## config.mk

```make
export PLATFORM = sky130hd
export DESIGN_NAME = spm_mult_param
export DESIGN_NICKNAME = d
export VERILOG_FILES = /design/src/rtl/spm_mult_param.sv
export SDC_FILE = /design/constraint.sdc
export NUM_CORES = 1
export LEC_CHECK = 0
export ABC_AREA = 1
export CORE_MARGIN = 2
export CORE_UTILIZATION = 45
export CTS_CLUSTER_SIZE = 30
export DETAILED_ROUTE_END_ITERATION = 10
export DONT_BUFFER_PORTS = 1
export MAX_ROUTING_LAYER = met4
export PLACE_DENSITY = 0.71
export SETUP_SLACK_MARGIN = 0.4
export SYNTH_ARGS = -nofsm -noshare
export SYNTH_HDL_FRONTEND = slang
export SYNTH_SLANG_ARGS = --single-unit
```

## constraint.sdc

```tcl
create_clock -name clk -period 5.4 [get_ports clk]
set_input_delay 0.54 -clock clk [delete_from_list [all_inputs] [get_ports clk]]
set_output_delay 0.54 -clock clk [all_outputs]
set_load 0.01 [all_outputs]
```

## src/rtl/spm_mult_param.sv

```systemverilog
// Parametrised serial-parallel multiplier: one multiplier bit per cycle, WIDTH cycles start-to-done.
// Signed/unsigned per operation; back-to-back start accepted in DONE; P held until next result.
module spm_mult_param #(
   parameter int WIDTH = 32
) (
   input  logic                 clk,
   input  logic                 rst,
   input  logic                 start,
   input  logic                 is_signed,
   input  logic [WIDTH-1:0]     MP,
   input  logic [WIDTH-1:0]     MC,
   output logic [2*WIDTH-1:0]   P,
   output logic                 busy,
   output logic                 done
);

   localparam int CW = $clog2(WIDTH);

   typedef enum logic [1:0] {S_IDLE, S_RUN, S_DONE} state_t;

   state_t               r_state;
   state_t               w_next;
   logic [WIDTH-1:0]     r_mp;
   logic [WIDTH-1:0]     r_mc;
   logic                 r_sgn;
   logic [CW-1:0]        r_cnt;
   logic [2*WIDTH-1:0]   r_acc;
   logic [2*WIDTH-1:0]   r_p;

   logic                 w_accept;
   logic                 w_last;
   logic [2*WIDTH-1:0]   w_mc_ext;
   logic [2*WIDTH-1:0]   w_pp_sh;
   logic [2*WIDTH-1:0]   w_acc_nxt;

   assign w_accept = start && (r_state != S_RUN);
   assign w_last   = (r_cnt == CW'(WIDTH-1));
   assign w_mc_ext = r_sgn ? {{WIDTH{r_mc[WIDTH-1]}}, r_mc} : {{WIDTH{1'b0}}, r_mc};
   assign w_pp_sh  = (r_mp[r_cnt] ? w_mc_ext : '0) << r_cnt;
   // Signed MSB carries weight -2^(WIDTH-1), so its partial product is subtracted.
   assign w_acc_nxt = (r_sgn && w_last) ? (r_acc - w_pp_sh) : (r_acc + w_pp_sh);

   always_ff @(posedge clk) begin
      if (rst) r_state <= S_IDLE;
      else     r_state <= w_next;
   end

   always_comb begin
      w_next = r_state;
      case (r_state)
         S_IDLE:  if (start) w_next = S_RUN;
         S_RUN:   if (w_last) w_next = S_DONE;
         S_DONE:  w_next = start ? S_RUN : S_IDLE;
         default: w_next = S_IDLE;
      endcase
   end

   always_comb begin
      busy = (r_state == S_RUN);
      done = (r_state == S_DONE);
   end

   always_ff @(posedge clk) begin
      if (rst) begin
         r_mp  <= '0;
         r_mc  <= '0;
         r_sgn <= 1'b0;
         r_cnt <= '0;
         r_acc <= '0;
         r_p   <= '0;
      end else if (w_accept) begin
         r_mp  <= MP;
         r_mc  <= MC;
         r_sgn <= is_signed;
         r_cnt <= '0;
         r_acc <= '0;
      end else if (r_state == S_RUN) begin
         r_acc <= w_acc_nxt;
         r_cnt <= r_cnt + 1'b1;
         if (w_last) r_p <= w_acc_nxt;
      end
   end

   assign P = r_p;

endmodule

```

==> run metrics <==
Setup Skew=~16 ps; P&R area growth vs syn=53.22%; DR pass1 iterations=6; global route overflow=0; DP Area=20620 µm²; clock-pin slew of the registers on the worst-case setup and hold paths=90 ps; Max rail drop VDD=between 0.2 and 0.3 mV; vias in the first global route=between 15000 and 20000; worst path required time=between 5000 and 6000 ps; Cell Area, Synth=around 17000 µm²; IO Count=around 130; cts bufs inserted=17; Critical Path Most Common Cell=nand3_2; hold buffers post-CTS=0; Finished Cell Area=~26000 µm²; Routed WL=~67000 µm; H-tree depth=4; Tmin final=5840 ps; largest net degree at the start of global routing=between 90 and 100; Remaining DRCs=0; FP Rows=70; Synth async-reset ratio=0%; failing checks=setup timing; Post-synth EDFFs=0; Synth area leader=dfxtp_1; synthesized netlist cell count=roughly 2800; clock root cell=clkbuf_16; CTS Buffer Depth=2; die width=196.7 µm; DR iter-0 viols=1598; number of antenna violations at the first check in global routing=0; layout cells sized above 1=between 40% and 50%; Avg WL per Cell=between 15 and 20 µm; ANT cells=0; Period Utilization, post-route=108.1%; CTS sink cnt=200; Sequential Area=~4000 µm²; YS warnings=0; starting density of the core=a little under half; Fill cells=approximately 2900; flops & latches, synth=200; setup ws final=-439.5 ps; Post-synth top flop=dfxtp_1; Synth Area in XOR/XNOR=under 10%; final slew viol count=0; Netlist cell types=56; commonest non-fill, non-tap cell in the layout=buf_4; Layout Nets=3430; Startpoint Class=register; Seq/Total Area, Yosys=about a quarter; mux cell area share after synthesis=0%; max_cap viols=0; largest family of logic cells by synthesized area=simple AND/OR/NAND/NOR gates; Setup WS pre-CTS=-428.4 ps; CP Max Fanout=8; gpl congestion=between 1 and 1.5; die area=38670 µm²; Worst setup EP type=register; antenna-violating nets left=0; Worst-Margin Slew=approximately 1100 ps; Mapped Avg Cell Area=6.063 µm²; top area cells in the synthesized netlist=dfxtp_1, nand2_1, nand3_1; syn nets=between 2000 and 3000; Synth Area in Compound Gates=16.41%; CP arrival=roughly 6300 ps; I/O Buffers=0; Final setup viols=68; P per Cell Area=233.2 nW/µm²; simple-gate share of the synthesized area=between 30% and 40%; CTS tree=done; worst skew pair latency=just under 500 ps; via/cell ratio=around 5.5; Final HPWL DP=between 40000 and 50000 µm; Hold Crit Class=in2reg; Total GRT Usage=roughly a third; Worst slew margin=27.02%; commonest cells after routing, fill and taps aside=buf_4, nand2_1, inv_1, nor2_1, nand3_1; CP max stage cell=dfxtp_4; Final Hold Viols=0; Multi-input gate area=13860 µm²; global-route wire length before repair=approximately 100000 µm; run status=finished with violations; worst stage delay on the critical path=~380 ps; unrepaired setup endpoints after global routing=true; Max Clk Rate=around 170 MHz; LEAKAGE=roughly 0.013 µW; Via Count=20920; share of Yosys cell area claimed by the top area cell type=a little under a quarter; critical path class=reg2reg; core box area=approximately 37000 µm²; adder and majority cell fraction of the synthesized area=5.064%; Die H=196.7 µm
==> cell type report <==
| cell class | count | area share [%] |
|---|---|---|
| Timing Repair Buffer | 648 | 20.00 |
| Tap cell | 468 | 2.288 |
| Clock buffer | 17 | 1.662 |
| Sequential cell | 200 | 15.66 |
| Inverter | 371 | 5.486 |
| Clock inverter | 15 | 0.7383 |
| Multi-Input combinational cell | 2057 | 54.17 |
==> state kept, by name, indices dropped and copies added, names as in the netlist <==
signal	cells
r_mc	32
r_cnt	5
r_acc	64
r_sgn	1
r_state	2
r_mp	32
P	64
==> cells in the mapped netlist, drive strengths merged, types with 2 or more instances <==
cell,number
o31ai,4
o21bai,31
nor4,6
xor2,56
a21o,5
nand3b,2
nand3,403
dfxtp,200
a221oi,2
o21a,5
nand4,50
a21boi,5
o211ai,55
inv,366
a31oi,30
ha,66
a21oi,146
o2111ai,3
or2,22
o21ai,181
clkinv,5
buf,55
clkbuf,73
nand2,599
a2111oi,2
xnor2,26
nor2,332
nor3,16
and2,2
==> repair_timing <==
item,CTS,global route
pin swaps,101,152
setup endpoints to repair,83,97
buffers inserted,83,44
cloned,5,0
resized for setup,385,386
==> critical path, delay by kind of cell, from the launching register on <==
kind / cells / cell delay (ps)
AO/OA/AOI/OAI: 6 / 1230
XOR/XNOR: 1 / 210
buffers and inverters: 8 / 1040
AND/OR/NAND/NOR: 21 / 2610
flip-flops: 1 / 380
adder cells (fa/ha/maj): 1 / 280
==> report_power, final <==
part	total, µW	internal, µW	switching, µW
sequential	1610	1550	59.5
combinational	2970	1370	1600
clock	1390	704	688
==> logic make-up (layout without fill, tap and decap cells) <==
group	count (synthesis)	count (layout)
simple gates	1433	1434
buf+inv	499	1051
compound gates	474	474
flops	200	200
xor+xnor	82	82
fa+ha+maj	67	67
==> worst paths after layout <==
path | start | to | slack, ps | cells past startpoint
max reg2reg | r_cnt[0] | r_acc[57] | -440 | 37
min | rst | P[2] | 110 | 1
min reg2reg | r_acc[2] | r_acc[2] | 470 | 2
max | r_cnt[0] | r_acc[57] | -440 | 37
==> layer usage <==
layer / vias up / GRT usage, % / wire, µm
met5: - / - / 0
met4: 0 / 10.61 / 2128
met3: 158 / 4.227 / 4041
met2: 765 / 55.98 / 32290
met1: 9850 / 41.70 / 28340
li1: 10150 / - / -
==> per-stage QoR <==
stage	hold slack, ps	setup TNS (ps)	total power [µW]	utilization (%)	cells
2_1_floorplan	429.2	0	2865	-	2755
3_3_place_gp	455.2	-4306	3823	56.33	3612
3_5_place_dp	464.2	-9994	3863	56.33	3612
4_1_cts	100.9	-424.3	5572	64.43	3732
5_1_grt	103.1	-33710	6265	69.90	3776
6_report	109.4	-14060	5968	69.90	3776
Power figures use the tool's default switching activity.
